[src/rtl/tiger_fetch_ctrl_pkg.sv]
// Tiger fetch sequencer: shared state encodings and constants.
// Imported by the fetch controller and its testbench.
package tiger_fetch_ctrl_pkg;

    localparam logic [1:0] FS_IDLE  = 2'd0;
    localparam logic [1:0] FS_ISSUE = 2'd1;
    localparam logic [1:0] FS_WAIT  = 2'd2;
    localparam logic [1:0] FS_HOLD  = 2'd3;

    localparam logic [31:0] TIGER_RESET_VECTOR = 32'h0000_0000;
    localparam logic [31:0] TIGER_NOP          = 32'h0000_0000;

endpackage

[src/rtl/tiger_fetch_ctrl_if.sv]
// Avalon-style instruction memory read port for the Tiger fetch stage.
// master = fetch controller, slave = instruction memory.
interface tiger_fetch_ctrl_if #(
    parameter int ADDR_W = 32
);

    logic [ADDR_W-1:0] imemAddr;
    logic              imemRead;
    logic              imemWaitRequest;
    logic [31:0]       imemReadData;
    logic              imemReadDataValid;

    modport master (
        output imemAddr,
        output imemRead,
        input  imemWaitRequest,
        input  imemReadData,
        input  imemReadDataValid
    );

    modport slave (
        input  imemAddr,
        input  imemRead,
        output imemWaitRequest,
        output imemReadData,
        output imemReadDataValid
    );

endinterface

[src/rtl/tiger_fetch_ctrl.sv]
// Tiger fetch sequencer: owns the PC, issues one read at a time to
// instruction memory and feeds the fetch pipeline register.
module tiger_fetch_ctrl
    import tiger_fetch_ctrl_pkg::*;
#(
    parameter int                ADDR_W       = 32,
    parameter logic [ADDR_W-1:0] RESET_VECTOR = ADDR_W'(TIGER_RESET_VECTOR)
) (
    input  logic                clk,
    input  logic                reset,
    input  logic                pipeStall,
    input  logic                branchTaken,
    input  logic [ADDR_W-1:0]   branchTarget,
    tiger_fetch_ctrl_if.master  imem,
    output logic                fetchStall,
    output logic                fetchClear,
    output logic [31:0]         instrOut,
    output logic [ADDR_W-1:0]   pcOut
);

    logic [1:0]        state_q, state_d;
    logic [ADDR_W-1:0] pc_q, pc_d;
    logic [ADDR_W-1:0] tgt_q, tgt_d;
    logic              redir_q, redir_d;
    logic              squash_q, squash_d;
    logic [31:0]       hold_q, hold_d;

    logic              redirect;
    logic              accept;
    logic              rsp;
    logic              fresh;
    logic              deliver;
    logic [ADDR_W-1:0] br_pc;
    logic [ADDR_W-1:0] pc_inc;

    assign redirect = branchTaken & ~pipeStall;
    assign br_pc    = branchTarget & ~ADDR_W'(3);
    assign pc_inc   = pc_q + ADDR_W'(4);
    assign rsp      = imem.imemReadDataValid;
    assign accept   = (state_q == FS_ISSUE) & ~imem.imemWaitRequest;
    assign fresh    = (state_q == FS_WAIT) & rsp & ~squash_q;
    assign deliver  = ~pipeStall & ~branchTaken
                    & (fresh | (state_q == FS_HOLD));

    assign imem.imemAddr = pc_q;
    assign imem.imemRead = ~reset & (state_q == FS_ISSUE);

    assign fetchStall = ~reset & pipeStall;
    assign fetchClear = reset | (~pipeStall & ~deliver);
    assign pcOut      = reset ? RESET_VECTOR : pc_q;

    always_comb begin
        instrOut = TIGER_NOP;
        if (!reset && deliver) begin
            instrOut = (state_q == FS_HOLD) ? hold_q
                                            : imem.imemReadData;
        end
    end

    always_comb begin
        state_d  = state_q;
        pc_d     = pc_q;
        tgt_d    = tgt_q;
        redir_d  = redir_q;
        squash_d = squash_q;
        hold_d   = hold_q;
        // a stale response is consumed wherever it lands
        if (squash_q && rsp) begin
            squash_d = 1'b0;
        end
        unique case (state_q)
            FS_IDLE: begin
                state_d = FS_ISSUE;
                if (redirect) begin
                    pc_d = br_pc;
                end
            end
            FS_ISSUE: begin
                if (redirect) begin
                    tgt_d   = br_pc;
                    redir_d = 1'b1;
                end
                if (accept) begin
                    state_d = FS_WAIT;
                    if (redirect) begin
                        pc_d     = br_pc;
                        squash_d = 1'b1;
                        redir_d  = 1'b0;
                    end else if (redir_q) begin
                        pc_d     = tgt_q;
                        squash_d = 1'b1;
                        redir_d  = 1'b0;
                    end
                end
            end
            FS_WAIT: begin
                if (redirect) begin
                    pc_d = br_pc;
                    if (rsp) begin
                        state_d  = FS_ISSUE;
                        squash_d = 1'b0;
                    end else begin
                        squash_d = 1'b1;
                    end
                end else if (rsp) begin
                    if (squash_q) begin
                        state_d = FS_ISSUE;
                    end else if (pipeStall) begin
                        hold_d  = imem.imemReadData;
                        state_d = FS_HOLD;
                    end else begin
                        pc_d    = pc_inc;
                        state_d = FS_ISSUE;
                    end
                end
            end
            FS_HOLD: begin
                if (redirect) begin
                    pc_d    = br_pc;
                    hold_d  = TIGER_NOP;
                    state_d = FS_ISSUE;
                end else if (!pipeStall) begin
                    pc_d    = pc_inc;
                    state_d = FS_ISSUE;
                end
            end
        endcase
    end

    always_ff @(posedge clk) begin
        if (reset) begin
            state_q  <= FS_IDLE;
            pc_q     <= RESET_VECTOR;
            tgt_q    <= RESET_VECTOR;
            redir_q  <= 1'b0;
            hold_q   <= TIGER_NOP;
            squash_q <= ((state_q == FS_WAIT) | squash_q) & ~rsp;
        end else begin
            state_q  <= state_d;
            pc_q     <= pc_d;
            tgt_q    <= tgt_d;
            redir_q  <= redir_d;
            hold_q   <= hold_d;
            squash_q <= squash_d;
        end
    end

endmodule

[src/flat_wrapper.sv]
// flat-port wrapper written by rule: the top's interface ports become plain ports
module tiger_fetch_ctrl_flat import tiger_fetch_ctrl_pkg::*;
#(
    parameter int                ADDR_W       = 32,
    parameter logic [ADDR_W-1:0] RESET_VECTOR = ADDR_W'(TIGER_RESET_VECTOR)
)
  (clk, reset, pipeStall, branchTaken, branchTarget, fetchStall, fetchClear, instrOut, pcOut, imem_imemAddr, imem_imemRead, imem_imemWaitRequest, imem_imemReadData, imem_imemReadDataValid);
  tiger_fetch_ctrl_if #(.ADDR_W(ADDR_W)) imem_i ();
  input  logic clk;
  input  logic reset;
  input  logic pipeStall;
  input  logic branchTaken;
  input  logic [ADDR_W-1:0] branchTarget;
  output logic fetchStall;
  output logic fetchClear;
  output logic [31:0] instrOut;
  output logic [ADDR_W-1:0] pcOut;
  output wire logic [$bits(imem_i.imemAddr)-1:0] imem_imemAddr;
  output wire logic [$bits(imem_i.imemRead)-1:0] imem_imemRead;
  input wire logic [$bits(imem_i.imemWaitRequest)-1:0] imem_imemWaitRequest;
  input wire logic [$bits(imem_i.imemReadData)-1:0] imem_imemReadData;
  input wire logic [$bits(imem_i.imemReadDataValid)-1:0] imem_imemReadDataValid;
  assign imem_imemAddr = imem_i.imemAddr;
  assign imem_imemRead = imem_i.imemRead;
  assign imem_i.imemWaitRequest = imem_imemWaitRequest;
  assign imem_i.imemReadData = imem_imemReadData;
  assign imem_i.imemReadDataValid = imem_imemReadDataValid;
  tiger_fetch_ctrl #(.ADDR_W(ADDR_W), .RESET_VECTOR(RESET_VECTOR)) u_core (.clk(clk), .reset(reset), .pipeStall(pipeStall), .branchTaken(branchTaken), .branchTarget(branchTarget), .imem(imem_i), .fetchStall(fetchStall), .fetchClear(fetchClear), .instrOut(instrOut), .pcOut(pcOut));
endmodule
[config.mk]
export PLATFORM = sky130hd
export DESIGN_NAME = tiger_fetch_ctrl_flat
export DESIGN_NICKNAME = d
export VERILOG_FILES = /design/src/rtl/tiger_fetch_ctrl_pkg.sv /design/src/rtl/tiger_fetch_ctrl_if.sv /design/src/rtl/tiger_fetch_ctrl.sv /design/src/flat_wrapper.sv
export SDC_FILE = /design/constraint.sdc
export NUM_CORES = 1
export LEC_CHECK = 0
export CAP_MARGIN = 20
export CELL_PAD_IN_SITES_DETAIL_PLACEMENT = 0
export CELL_PAD_IN_SITES_GLOBAL_PLACEMENT = 1
export CORE_ASPECT_RATIO = 1.2
export CORE_MARGIN = 3
export CORE_UTILIZATION = 30
export CTS_CLUSTER_SIZE = 40
export DETAILED_ROUTE_END_ITERATION = 8
export PLACE_DENSITY = 0.81
export SLEW_MARGIN = 20
export SYNTH_ARGS = -nofsm -noshare
export SYNTH_HDL_FRONTEND = slang
export SYNTH_SLANG_ARGS = --single-unit
[constraint.sdc]
create_clock -name clk -period 3.95 [get_ports clk]
set_input_delay 0.395 -clock clk [delete_from_list [all_inputs] [get_ports clk]]
set_output_delay 0.395 -clock clk [all_outputs]
set_load 0.05 [all_outputs]
# ---- Word level (Yosys, flattened, before mapping)
# Cells that the tools add are included.
dict set report classes {
  bitwise_logic 20
  mux 40
  n_eq_ne 14
  addsub 1
  reduce_logical 9
}
# cell n
set ops {}
lappend ops {{32-bit 2-to-1 mux} 17}
lappend ops {{32-bit one-hot mux with 4 select lines} 1}
lappend ops {{32-bit one-hot mux with 2 select lines} 1}
lappend ops {{32-bit by 3-bit adder with 32-bit output (second input constant)} 1}
lappend ops {{2-bit 2-to-1 mux} 8}
lappend ops {{1-bit 2-to-1 mux} 11}
lappend ops {{1-bit AND} 10}
lappend ops {{2-bit inequality test (second input constant)} 4}
lappend ops {{2-bit one-hot mux with 4 select lines} 1}
lappend ops {{1-bit inverter} 7}
lappend ops {{2-bit by 1-bit inequality test with 1-bit output (second input constant)} 3}
lappend ops {{3-bit by 2-bit inequality test with 1-bit output (second input constant)} 2}
lappend ops {{6-bit AND reduction} 1}
lappend ops {{5-bit AND reduction} 1}
lappend ops {{2-bit equality test (second input constant)} 2}
lappend ops {{3-bit by 1-bit inequality test with 1-bit output (second input constant)} 1}
lappend ops {{3-bit inequality test (second input constant)} 1}
lappend ops {{1-bit OR} 3}
lappend ops {{3-bit AND reduction} 1}
lappend ops {{2-bit by 1-bit equality test with 1-bit output (second input constant)} 1}
lappend ops {{1-bit logical AND} 2}
lappend ops {{2-bit logical NOT} 1}
lappend ops {{1-bit one-hot mux with 2 select lines} 1}
lappend ops {{2-bit AND reduction} 1}
lappend ops {{other kinds (2)} 2}
dict set report totals {
  elab_cells 90
  output_inout_bits 99
  in_bits 70
  regBits 98
}

# ---- Logic depth before layout (Yosys ltp)
dict set report logic_depth {
  depth_word 8
  mapped_depth 11
}

# ---- Worst setup path after synthesis
# Ideal clock, no wire load.
dict set report synth_path {
  path_kind {reg2out}
  startpoint {register u_core.state_q[1]}
  endpoint {output instrOut[10]}
  path_stages_with_launch 7
  n_path_buf 3
  setup_slack_ns 1.435
  arrival_time_ns 2.120
  path_cell_list {dfxtp_1 -> ha_1 -> buf_6 -> clkbuf_1 -> clkbuf_1 -> mux2i_1 -> nor2_1}
}
dict set report synth_between {
  elab_chain_len 7
}
# item line
set synth_rtl {}
lappend synth_rtl {{from (decl)} tiger_fetch_ctrl.sv:21} ;# logic [1:0] state_q, state_d;
lappend synth_rtl {{from (signal assigned)} tiger_fetch_ctrl.sv:139} ;# state_q <= state_d;
lappend synth_rtl {{2-bit equality test} tiger_fetch_ctrl.sv:41} ;# assign fresh = (state_q == FS_WAIT) & rsp & ~squash_q;
lappend synth_rtl {{1-bit AND (2 in a row)} tiger_fetch_ctrl.sv:41}
lappend synth_rtl {{1-bit OR} tiger_fetch_ctrl.sv:43} ;# & (fresh | (state_q == FS_HOLD));
lappend synth_rtl {{1-bit AND} tiger_fetch_ctrl.sv:43}
lappend synth_rtl {{1-bit logical AND} tiger_fetch_ctrl.sv:54} ;# if (!reset && deliver) begin
lappend synth_rtl {{32-bit 2-to-1 mux *} tiger_fetch_ctrl.sv:54}
lappend synth_rtl {{to (decl)} flat_wrapper.sv:16} ;# output logic [31:0] instrOut;
# Mark *: on every way between the ends. The rest lies on a longest branch, timed or not.

# ---- Worst setup path in the final report
dict set report layout_path {
  startpoint {register u_core.state_q[1]}
  endpoint {output instrOut[18]}
}
# The elaborated chain is that of the path after synthesis.

==> reports/qor.txt <==
Outcome: finished clean
TritonCTS Buffers: 9
Final count of hold timing violations: 0
Static leakage: 0.002704 uW
Clock transition at path regs: 0.07 ns
Synthesized area: 6030 sq um
Crit path setup slack, layout: 0.7286 ns
Overflow left after global routing: 0
H-tree lvl count: 3
Synth Instances: 810
Worst setup EP type: output pin
Power share of the clock group: 32.5%
Initial core utilization: 30.73%
Period utilisation layout: 81.55%
Worst-case setup slack after placement: 0.8176 ns
Die width: 135.4 microns
Core Box Area: 19620 sq um
Comb power frac: 31.1%
Flops & latches, synth: 96
Delay of the slowest critical-path stage: 0.82 ns
Routed len/inst: 16.70 microns
Hold buffers post-CTS: 0
Total clock sinks: 96
Min Hold Slack: 0.4505 ns
Portion of synthesized cell area occupied by the leading cell type: 31.87%
Crit path max-delay family: buffers and inverters
Floorplan die area: 21840 sq um
Actual transition at the worst max-transition pin: 0.8728 ns
Switching power: 1103 uW
Synth Warn #: 0
Synth area leaders: dfxtp_1 (32%), nand2_1 (8.5%), mux2i_1 (6.8%)
Register Area: 1922 sq um
Relative slew slack: 41.60%
CP Cell Sequence: ha_2 -> o21ai_2 -> buf_4 -> nor2_1 -> clkdlybuf4s50_1
Vias post-DR: 6364
Layout Area Growth over Synthesis: 36.40%
Share of layout cells above drive strength 1: 6.969%
Switching portion of total power: 36.28%
Weighted congestion at the end of routability-driven global placement: 0.8482
Clock latency at the later pin of the worst-skew pair: 0.36 ns
CTS root buf: clkbuf_16
Worst path buffer plus inverter count: 2
TritonRoute pass-1 iters: 6
Slowest cell on the critical path: clkdlybuf4s50_1
I/O pins: 169
Share of power burned in registers: 36.5%
Overall track demand over capacity in global routing: 18.47%
Yosys top cell by area: dfxtp_1
Power density cells: 369.7 nW/um^2
Cell Int Power: 1937 uW
Final period demand of the worst path: 3.221 ns
First-iteration detailed-routing DRC count: 480
Post-route setup TNS: 0 ns
Die Ht: 161.3 microns
Post-layout net count: 1017
Clock tree from TritonCTS: yes
DP HPWL: 13.84 mm
Count of final setup violators: 0
Arrival time of the worst setup path: 2.83 ns
Required time of the critical path: 3.56 ns
Maximum number of pins on one net before global-route repair: 65
Share of flip-flops with an asynchronous set or reset: 0%
Setup Fix Bufs, Post-CTS: 0
Cell count after placement: 1192
Critical path type: reg -> out
Num rows: 56
Cell Count, Final, Fillers Out: 1208
Global-route wire length before repair: 32.76 mm
Overall power consumption: 3040 uW
Number of buffers added on ports: 162
Peak fanout along the critical path: 27
Number of enable-type register cells in the synthesized netlist: 0
Post-cts resize count: 0
Post-synthesis cell type count: 73
Maximum vdd ir drop: 0.2039 mV
Routed vias/inst: 5.268
# Max-Cap Violations: 0
Number of max-slew violations in the final report: 0
# DRC: 0
Largest clock skew in the final design: 0.01323 ns
Maximum achievable frequency: 310.4 MHz
Combined area of the multi-input logic cells: 3765 sq um
Most used DFF post-synth: dfxtp_1
Post-synthesis area per instance: 7.444 sq um
Via count of the first global-routing pass: 6114
Setup repair after global routing missed its margin: false
DRT Wirelength: 20.17 mm
Maximum clock path buffer count: 2
ANT nets after route: 0
Critical path startpoint category: flip-flop
Sequential-to-total area share from yosys stat: 31.87%
Total inserted antenna cells: 0
Worst min path class: reg -> reg
Layout filler cell count: 2021
Antenna violations before repair: 0
[per-stage QoR]
step                instance area (sq um)  utilization, %
CTS                                  8224           41.92
global placement                     7896           40.25
finish                               8224           41.92
detailed placement                   7896           40.25
floorplan                            6041               -
global route                         8224           41.92
[worst paths after layout]
path	startpoint	endpoint	slack, ns	depth (start not counted)
setup / recovery	u_core.state_q[1]	instrOut[18]	0.73	5
hold / removal	u_core.hold_q[26]	u_core.hold_q[26]	0.45	2
setup reg to reg	u_core.state_q[0]	u_core.imem.imemAddr[17]	1.14	6
hold reg to reg	u_core.hold_q[26]	u_core.hold_q[26]	0.45	2
[flip-flops by register name, summed over array words and instances (netlist names)]
signal and flops:
u_core.redir_q 1, u_core.tgt_q 30, u_core.state_q 2, u_core.imem.imemAddr 30, u_core.hold_q 32, u_core.squash_q 1
[power groups by stage]
stage / logic [uW] / clock network (uW) / registers, uW
6_report: 945 / 987 / 1110
3_3_place_gp: 939 / 0 / 1130
5_1_grt: 1010 / 1070 / 1120
2_1_floorplan: 485 / 0 / 1240
3_5_place_dp: 942 / 0 / 1130
4_1_cts: 944 / 1020 / 1110
[cell type report]
type                       count  area share, %
multi-input combinational    631          45.78
sequential                    96          23.37
timing repair buffer         187          22.12
tap                          261          3.971
clock buffer                   9          2.738
clock inverter                 7          1.248
inverter                      17         0.7759
[synth_stat cells (all sizes together) (3+ instances only)]
master / number
a211oi: 6
a21oi: 80
a221oi: 14
a22o: 3
a31o: 3
a31oi: 17
and3: 3
and3b: 7
buf: 19
clkbuf: 50
dfxtp: 96
ha: 5
inv: 17
mux2i: 41
nand2: 137
nand2b: 6
nand3: 20
nand3b: 33
nand4: 11
nor2: 79
nor2b: 25
nor3: 19
nor4: 10
o211ai: 4
o21a: 3
o21ai: 35
o221a: 3
o22ai: 4
o2bb2ai: 5
o32ai: 8
xor2: 6
[cell families (layout without fill, tap and decap cells)]
group | Yosys count | count (layout) | share of synthesized area, %
flops | 96 | 96 | 31.87
compound gates | 212 | 212 | 23.66
mux | 41 | 41 | 6.806
buf+inv | 86 | 220 | 6.163
fa+ha+maj | 5 | 5 | 1.038
simple gates | 361 | 361 | 29.24
other cells | 1 | 4 | 0.06219
xor+xnor | 8 | 8 | 1.162
[layer usage]
metal | global-route usage (%) | share of wire (%) | up-vias
li1 | - | - | 3167
met1 | 23.63 | 45 | 2991
met2 | 31.27 | 49 | 181
met3 | 2.866 | 4.4 | 25
met4 | 6.920 | 2.1 | 0
met5 | 0 | 0 | -
[worst min-delay path, stage by stage (launching register included)]
cell and delay [ns]:
dfxtp_1 0.31, nand2_1 0.05, a21oi_1 0.05
[cell usage in the layout (no fill, tap or decap), types with 6 or more instances in the layout]
cell             netlist  layout
clkdlybuf4s50_1        0     161
nand2_1              136     136
dfxtp_1               96      96
a21oi_1               79      79
nor2_1                78      77
mux2i_1               41      41
nand3b_1              33      33
o21ai_0               27      27
buf_4                  5      25
nor2b_1               25      24
nor3_1                19      19
nand3_1               19      19
inv_1                 17      17
a31oi_1               17      17
nand4_1               11      11
a221oi_1              10      10
nor4_1                 9       9
clkbuf_16              0       9
o21ai_1                8       7
and3b_1                7       7
nand2b_1               6       6
a211oi_1               6       6
xor2_1                 6       6
o32ai_1                6       6
Power figures use the tool's default switching activity.
